==> config.mk <==
export PLATFORM = sky130hd
export DESIGN_NAME = seq_divider_flat
export DESIGN_NICKNAME = d
export VERILOG_FILES = /design/src/rtl/seq_divider_if.sv /design/src/rtl/seq_divider.sv /design/src/flat_wrapper.sv
export SDC_FILE = /design/constraint.sdc
export NUM_CORES = 1
export LEC_CHECK = 0
export CAP_MARGIN = 5
export CORE_ASPECT_RATIO = 2
export CORE_MARGIN = 2
export CORE_UTILIZATION = 55
export CTS_CLUSTER_SIZE = 40
export DETAILED_ROUTE_END_ITERATION = 10
export DONT_BUFFER_PORTS = 1
export MAX_ROUTING_LAYER = met4
export PLACE_DENSITY = 0.67
export REMOVE_ABC_BUFFERS = 1
export SYNTH_ARGS = -nofsm -noshare
export SYNTH_HDL_FRONTEND = slang
export SYNTH_SLANG_ARGS = --single-unit
==> constraint.sdc <==
create_clock -name clk -period 2.4 [get_ports clk]
set_input_delay 0.24 -clock clk [delete_from_list [all_inputs] [get_ports clk]]
set_output_delay 0.24 -clock clk [all_outputs]
set_load 0.01 [all_outputs]
==> src/rtl/seq_divider_if.sv <==
// seq_divider_if: start/done handshake and operand/result bus for seq_divider.
// Ports: start, dividend, divisor (requester to divider); quotient, remainder,
// busy, done, div_by_zero (divider to requester). Modports: master, slave.
interface seq_divider_if #(parameter int WIDTH = 8);
  logic start;
  logic [WIDTH-1:0] dividend;
  logic [WIDTH-1:0] divisor;
  logic [WIDTH-1:0] quotient;
  logic [WIDTH-1:0] remainder;
  logic busy;
  logic done;
  logic div_by_zero;
  modport master(output start, dividend, divisor, input quotient, remainder, busy, done, div_by_zero);
  modport slave(input start, dividend, divisor, output quotient, remainder, busy, done, div_by_zero);
endinterface

==> src/rtl/seq_divider.sv <==
// seq_divider: unsigned restoring divider, one quotient bit per clock, start/done handshake.
// Ports: clk, rst (sync, active-high), bus (seq_divider_if.slave: start, dividend, divisor,
// quotient, remainder, busy, done, div_by_zero). Optional macro DIV_ZERO_CHECK_EN enables
// the early exit and div_by_zero flag for a zero divisor.
module seq_divider #(parameter int WIDTH = 8) (
  input logic clk,
  input logic rst,
  seq_divider_if.slave bus
);
  typedef enum logic [1:0] {IDLE, RUN, DONE} state_t;
  localparam int CW = $clog2(WIDTH + 1);
  state_t state;
  logic [CW-1:0] cnt;
  logic [WIDTH:0] r;
  logic [WIDTH-1:0] q;
  logic [WIDTH-1:0] d;
  logic [WIDTH:0] rs;
  logic [WIDTH:0] t;
  logic accept;
  assign rs = {r[WIDTH-1:0], q[WIDTH-1]};
  assign t = rs - {1'b0, d};
  assign accept = (state != RUN) && bus.start;
  // cnt counts 0..WIDTH: WIDTH iterations, then one cycle to publish results into DONE
  always_ff @(posedge clk) begin
    if (rst) begin
      state <= IDLE;
      cnt <= '0;
      r <= '0;
      q <= '0;
      d <= '0;
      bus.quotient <= '0;
      bus.remainder <= '0;
      bus.busy <= 1'b0;
      bus.done <= 1'b0;
      bus.div_by_zero <= 1'b0;
    end else begin
      bus.done <= 1'b0;
      if (accept) begin
        state <= RUN;
        q <= bus.dividend;
        d <= bus.divisor;
        r <= '0;
        cnt <= '0;
        bus.quotient <= '0;
        bus.remainder <= '0;
        bus.div_by_zero <= 1'b0;
        bus.busy <= 1'b1;
      end else if (state == RUN) begin
        if (cnt == CW'(WIDTH)) begin
          state <= DONE;
          bus.busy <= 1'b0;
          bus.done <= 1'b1;
          bus.quotient <= q;
          bus.remainder <= r[WIDTH-1:0];
`ifdef DIV_ZERO_CHECK_EN
        end else if (cnt == '0 && d == '0) begin
          // zero check: q still holds the dividend, so skip straight to the publish cycle
          q <= '1;
          r <= {1'b0, q};
          cnt <= CW'(WIDTH);
          bus.busy <= 1'b0;
          bus.div_by_zero <= 1'b1;
`endif
        end else begin
          r <= t[WIDTH] ? rs : t;
          q <= {q[WIDTH-2:0], ~t[WIDTH]};
          cnt <= cnt + 1'b1;
        end
      end else if (state == DONE) begin
        state <= IDLE;
      end
    end
  end
endmodule

==> src/flat_wrapper.sv <==
// flat-port wrapper written by rule: the top's interface ports become plain ports
module seq_divider_flat 
#(parameter int WIDTH = 8)
  (clk, rst, bus_start, bus_dividend, bus_divisor, bus_quotient, bus_remainder, bus_busy, bus_done, bus_div_by_zero);
  seq_divider_if #(.WIDTH(WIDTH)) bus_i ();
  input logic clk;
  input logic rst;
  input wire logic [$bits(bus_i.start)-1:0] bus_start;
  input wire logic [$bits(bus_i.dividend)-1:0] bus_dividend;
  input wire logic [$bits(bus_i.divisor)-1:0] bus_divisor;
  output wire logic [$bits(bus_i.quotient)-1:0] bus_quotient;
  output wire logic [$bits(bus_i.remainder)-1:0] bus_remainder;
  output wire logic [$bits(bus_i.busy)-1:0] bus_busy;
  output wire logic [$bits(bus_i.done)-1:0] bus_done;
  output wire logic [$bits(bus_i.div_by_zero)-1:0] bus_div_by_zero;
  assign bus_i.start = bus_start;
  assign bus_i.dividend = bus_dividend;
  assign bus_i.divisor = bus_divisor;
  assign bus_quotient = bus_i.quotient;
  assign bus_remainder = bus_i.remainder;
  assign bus_busy = bus_i.busy;
  assign bus_done = bus_i.done;
  assign bus_div_by_zero = bus_i.div_by_zero;
  seq_divider #(.WIDTH(WIDTH)) u_core (.clk(clk), .rst(rst), .bus(bus_i));
endmodule
# After elaboration in Yosys (flattened, before gate mapping)
# Index checks and enable logic that the tools add are counted.
[op_classes]
n_addsub = 2
multipliers = 0
n_div = 0
order_cmp = 0
eq_ne = 7
shift = 0
n_mux = 12
bitwise_logic = 3
reduce_logical = 13
[op_table]
columns = ["cell", "count"]
rows = [
  ["8-bit two-way mux", 4],
  ["2-bit AND reduction", 6],
  ["9-bit by 8-bit subtractor with 9-bit output", 1],
  ["2-bit two-way mux", 3],
  ["2-bit nonzero test", 3],
  ["1-bit two-way mux", 5],
  ["4-bit by 1-bit adder with 4-bit output (second input constant)", 1],
  ["4-bit equality test (second input constant)", 1],
  ["2-bit by 1-bit inequality test with 1-bit output (second input constant)", 2],
  ["3-bit by 2-bit inequality test with 1-bit output (second input constant)", 1],
  ["1-bit inverter", 3],
  ["3-bit nonzero test", 1],
  ["3-bit OR reduction", 1],
  ["2-bit by 1-bit equality test with 1-bit output (second input constant)", 1],
  ["2-bit equality test (second input constant)", 1],
  ["2-bit inequality test (second input constant)", 1],
  ["2-bit OR reduction", 1],
  ["1-bit logical AND", 1],
]
[totals]
regBits = 48
latch_bits = 0
ram_bits = 0
romBits = 0
in_bits = 19
out_inout_bits = 19
elab_cells = 47
mem_count = 0

# Depth between registers and ports, before layout
[depth]
depth_word = 5
mapped_depth = 11
ltp_nobuf = 10

# Least setup slack after synthesis
# OpenSTA, ideal clock, no wires.
[synth_path]
kind = "reg2reg"
startpoint = "register u_core.q[7]"
endpoint = "register u_core.r[0]"
setup_time_ns = 0.062
t_arrival_ns = 2.113
required_time_ns = 2.338
setup_slack_ns = 0.225
path_stages_with_launch = 11
n_path_buf = 0
period_less_slack_ns = 2.175
cell_sequence = "dfxtp_1 > inv_1 > ha_1 > inv_1 > fa_1 > a211oi_2 > nor3_1 > mux2i_1 > nor2_1 > or4_1 > nand3_1"
[synth_between]
elab_chain_len = 2
[synth_lines]
columns = ["item", "line", "text"]
rows = [
  ["start, declared", "seq_divider.sv:15", "logic [WIDTH-1:0] q;"],
  ["start signal, assigned", "seq_divider.sv:40", "q <= bus.dividend;"],
  ["start signal, assigned", "seq_divider.sv:66", "q <= {q[WIDTH-2:0], ~t[WIDTH]};"],
  ["9-bit by 8-bit subtractor with 9-bit output", "seq_divider.sv:21", "assign t = rs - {1'b0, d};"],
  ["8-bit two-way mux *", "seq_divider.sv:65", "r <= t[WIDTH] ? rs : t;"],
  ["end signal, assigned", "seq_divider.sv:65", ""],
  ["end, declared", "seq_divider.sv:14", "logic [WIDTH:0] r;"],
]
# Every way passes the cells marked *; elsewhere a longest branch is shown, timed or not.
# A chain may end at the register's enable or synchronous reset.

# Worst setup path after layout
# Ends and elaborated chain as after synthesis.

==> insert_results.sql <==
INSERT INTO impl_metrics (metric_group, metric, value, unit) VALUES
('yosys', 'synthesis.area_per_instance', '8.00', 'um2'),
('clocking', 'ctsHtreeMaxLevel', '2', ''),
('detailed_routing', 'detail_route.first_pass.iterations', '4', ''),
('cells_and_area', 'finish.utilization', '0.635', ''),
('yosys', 'cell_variety_after_synth', '40', ''),
('placement', 'detailedPlace.worstSlack', '0.0375', 'ns'),
('yosys', 'dominantRegCellSynth', 'sky130_fd_sc_hd__dfxtp_1', ''),
('sta', 'fin_crit', '2.35', 'ns'),
('global_route', 'grtUsageTotal', '0.251', ''),
('outcome', 'outcome', 'complete, no violations', ''),
('die', 'design.portCount', '38', ''),
('setup_path', 'critPathRequiredTime', '2.65', 'ns'),
('cells_and_area', 'count_of_placed_standard_cells_in_the_final_layout_fillers_left_out', '337', ''),
('clocking', 'root_buffer', 'sky130_fd_sc_hd__clkbuf_8', ''),
('min_path', 'hold_path_class', 'in2reg', ''),
('sta', 'setup_viol_count_final', '0', ''),
('die', 'die_w', '49.2', 'um'),
('setup_path', 'worstSetupEndpointType', 'flip-flop', ''),
('yosys', 'synth_top_cells_by_count', 'sky130_fd_sc_hd__nand2_1, sky130_fd_sc_hd__dfxtp_1, sky130_fd_sc_hd__a21oi_1', ''),
('setup_path', 'worst-r2r-cell-count', '10', ''),
('power_and_ir_drop', 'vdd_drop_max', '456', 'uV'),
('placement', 'post-dp-hpwl', '3780', 'um'),
('min_path', 'min_path_cells', '1', ''),
('die', 'die-area', '4650', 'um2'),
('sta', 'timing.hold.ws', '0.00616', 'ns'),
('detailed_routing', 'vias', '1932', ''),
('run', 'drv_cap', '0', ''),
('clocking', 'cts-root-to-sink-buffers', '2', ''),
('sta', 'fin_worst_skew', '0.00780', 'ns'),
('global_route', 'grt_pass1_wl', '8560', 'um'),
('placement', 'routabilityCongestion', '0.953', ''),
('placement', 'placed_cells', '323', ''),
('die', 'floorplan.initialDensity', '0.579', ''),
('clocking', 'cts_inserted_buffers', '5', ''),
('clocking', 'cts_tree', 'built', ''),
('sta', 'hold_viol_final', '0', ''),
('die', 'total_core_area', '3880', 'um2'),
('yosys', 'synth_enable_flop_cells', '0', ''),
('setup_path', 'worstPathArrival', '2.60', 'ns'),
('detailed_routing', 'drt.antenna.violating_nets', '0', ''),
('clocking', 'clock_pin_slew_worst_setup_and_hold_paths', '0.09', 'ns'),
('sta', 'max_slew_margin', '0.530', ''),
('min_path', 'worst_hold_path.endpoint', 'u_core.bus.busy', ''),
('yosys', 'synth_top_area_cell', 'sky130_fd_sc_hd__dfxtp_1', ''),
('global_route', 'global_route.overflow_total', '0', ''),
('detailed_routing', 'post_drt_wl_per_cell', '15.8', 'um'),
('yosys', 'netlist.area_leader.share', '0.427', ''),
('sta', 'worst_slack', '0.0525', 'ns'),
('global_route', 'antenna_found_initial', '0', ''),
('die', 'die_h', '94.4', 'um'),
('setup_path', 'worstSetupStartpoint', 'u_core.q[7]', ''),
('yosys', 'synthArstFlopShare', '0', ''),
('sta', 'min_period_over_period', '0.978', ''),
('global_route', 'via_count_of_the_first_global_routing_pass', '1903', ''),
('setup_path', 'r2r_start', 'u_core.q[7]', ''),
('cells_and_area', 'layout.nets', '317', ''),
('setup_path', 'critical_path_class', 'reg2reg', ''),
('sta', 'worst_slew_pin_slew', '0.702', 'ns'),
('sta', 'grt_setup_unrepaired', 'true', ''),
('power_and_ir_drop', 'power.leakage', '0.897', 'nW'),
('yosys', 'yosys_warnings', '0', ''),
('setup_path', 'regToRegSetupSlack', '0.05', 'ns'),
('clocking', 'clock_insertion_delay_worst_skew', '0.31', 'ns'),
('detailed_routing', 'vias_per_cell', '5.73', ''),
('die', 'fp-row-count', '32', ''),
('global_route', 'grt_max_degree', '20', ''),
('min_path', 'hold_path_startpoint', 'rst', ''),
('clocking', 'clock_tree_sinks', '48', ''),
('yosys', 'netlist_instances', '281', ''),
('cells_and_area', 'final_layout_size_suffix_gt1_frac', '0.115', ''),
('sta', 'fmax', '426', 'MHz');
[registers in the layout, indices dropped and copies added (netlist names)]
signal,cells
u_core.bus.done,1
u_core.r,8
u_core.cnt,4
u_core.q,8
u_core.bus.remainder,8
u_core.state,2
u_core.bus.quotient,8
u_core.bus.busy,1
u_core.d,8
[logic make-up (layout without fill, tap and decap cells)]
| family | after synthesis | in the layout | share of synthesized area |
|---|---|---|---|
| and+or+nand+nor | 107 | 107 | 0.206 |
| AOI/OAI and AO/OA | 70 | 70 | 0.186 |
| DFF | 48 | 48 | 0.427 |
| buffers and inverters | 31 | 36 | 0.0573 |
| adders and majority gates | 13 | 13 | 0.0757 |
| xor gates and xnor gates | 7 | 7 | 0.0273 |
| muxes | 4 | 4 | 0.0178 |
| other | 1 | 1 | 0.00167 |
[where the power goes]
part           switching [mW]  internal (mW)
registers              0.0294          0.829
logic                   0.226          0.175
clock network           0.290          0.236
total                   0.546           1.24
[worst max-delay path, cell delays in order, from the launching register on]
cell                       delay (ns)
sky130_fd_sc_hd__dfxtp_2         0.33
sky130_fd_sc_hd__inv_2           0.06
sky130_fd_sc_hd__ha_4            0.12
sky130_fd_sc_hd__inv_2           0.04
sky130_fd_sc_hd__fa_2            0.41
sky130_fd_sc_hd__a211oi_2        0.30
sky130_fd_sc_hd__nor3_2          0.08
sky130_fd_sc_hd__mux2i_2         0.27
sky130_fd_sc_hd__nor2_2          0.09
sky130_fd_sc_hd__or4_1           0.52
sky130_fd_sc_hd__nand3_1         0.08
[timing repair]
item,CTS,global route
setup endpoints to repair,0,9
gates resized for setup,0,11
hold buffers,1,1
buffers inserted,0,4
endpoints found under the hold margin,17,1
[metal layers]
metal / up-vias / wire [um] / global-route usage
li1: 962 / - / -
met1: 896 / 1930 / 0.248
met2: 56 / 2930 / 0.457
met3: 18 / 260 / 0.0348
met4: 0 / 214 / 0.148
met5: - / 0 / -
[how the worst max path moves through the flow]
stage	end	slack, ns	depth (start not counted)
3_3_place_gp	u_core.r[5]	0.13	10
6_report	u_core.r[0]	0.05	10
3_5_place_dp	u_core.r[6]	0.04	10
4_1_cts	u_core.r[6]	0.005	10
2_1_floorplan	u_core.r[1]	0.22	10
5_1_grt	u_core.r[0]	-0.07	10
[layout by cell type, fill, tap and decap left out, types with 2 or more instances in the layout]
| cell type | n |
|---|---|
| sky130_fd_sc_hd__nand2_1 | 63 |
| sky130_fd_sc_hd__dfxtp_1 | 46 |
| sky130_fd_sc_hd__a21oi_1 | 39 |
| sky130_fd_sc_hd__nor2_1 | 15 |
| sky130_fd_sc_hd__inv_1 | 14 |
| sky130_fd_sc_hd__ha_1 | 11 |
| sky130_fd_sc_hd__buf_4 | 10 |
| sky130_fd_sc_hd__a22oi_1 | 8 |
| sky130_fd_sc_hd__o21ai_0 | 7 |
| sky130_fd_sc_hd__nand4_1 | 7 |
| sky130_fd_sc_hd__clkbuf_8 | 6 |
| sky130_fd_sc_hd__nand3_1 | 5 |
| sky130_fd_sc_hd__nor3_1 | 4 |
| sky130_fd_sc_hd__xnor2_1 | 4 |
| sky130_fd_sc_hd__a211oi_1 | 4 |
| sky130_fd_sc_hd__mux2i_1 | 3 |
| sky130_fd_sc_hd__xor2_1 | 3 |
| sky130_fd_sc_hd__inv_2 | 2 |
| sky130_fd_sc_hd__nor2b_1 | 2 |
| sky130_fd_sc_hd__or2_2 | 2 |
| sky130_fd_sc_hd__o21a_1 | 2 |
| sky130_fd_sc_hd__a31oi_1 | 2 |
| sky130_fd_sc_hd__dlygate4sd3_1 | 2 |
| sky130_fd_sc_hd__dfxtp_2 | 2 |
[stage by stage]
stage / TNS, ns / power, mW
2_1_floorplan: 0 / 1.12
3_3_place_gp: 0 / 1.21
3_5_place_dp: 0 / 1.21
4_1_cts: 0 / 1.73
5_1_grt: -0.0666 / 1.86
6_report: 0 / 1.79
[area by class of cell]
class | count | area (um2)
multi-input cells | 202 | 1190
clock inverters | 2 | 13.8
well taps | 51 | 63.8
clock buffers | 6 | 82.6
fillers | 375 | 1420
repair buffers | 12 | 95.1
inverters | 16 | 60.1
flip-flops and latches | 48 | 963
Power figures use the tool's default switching activity.
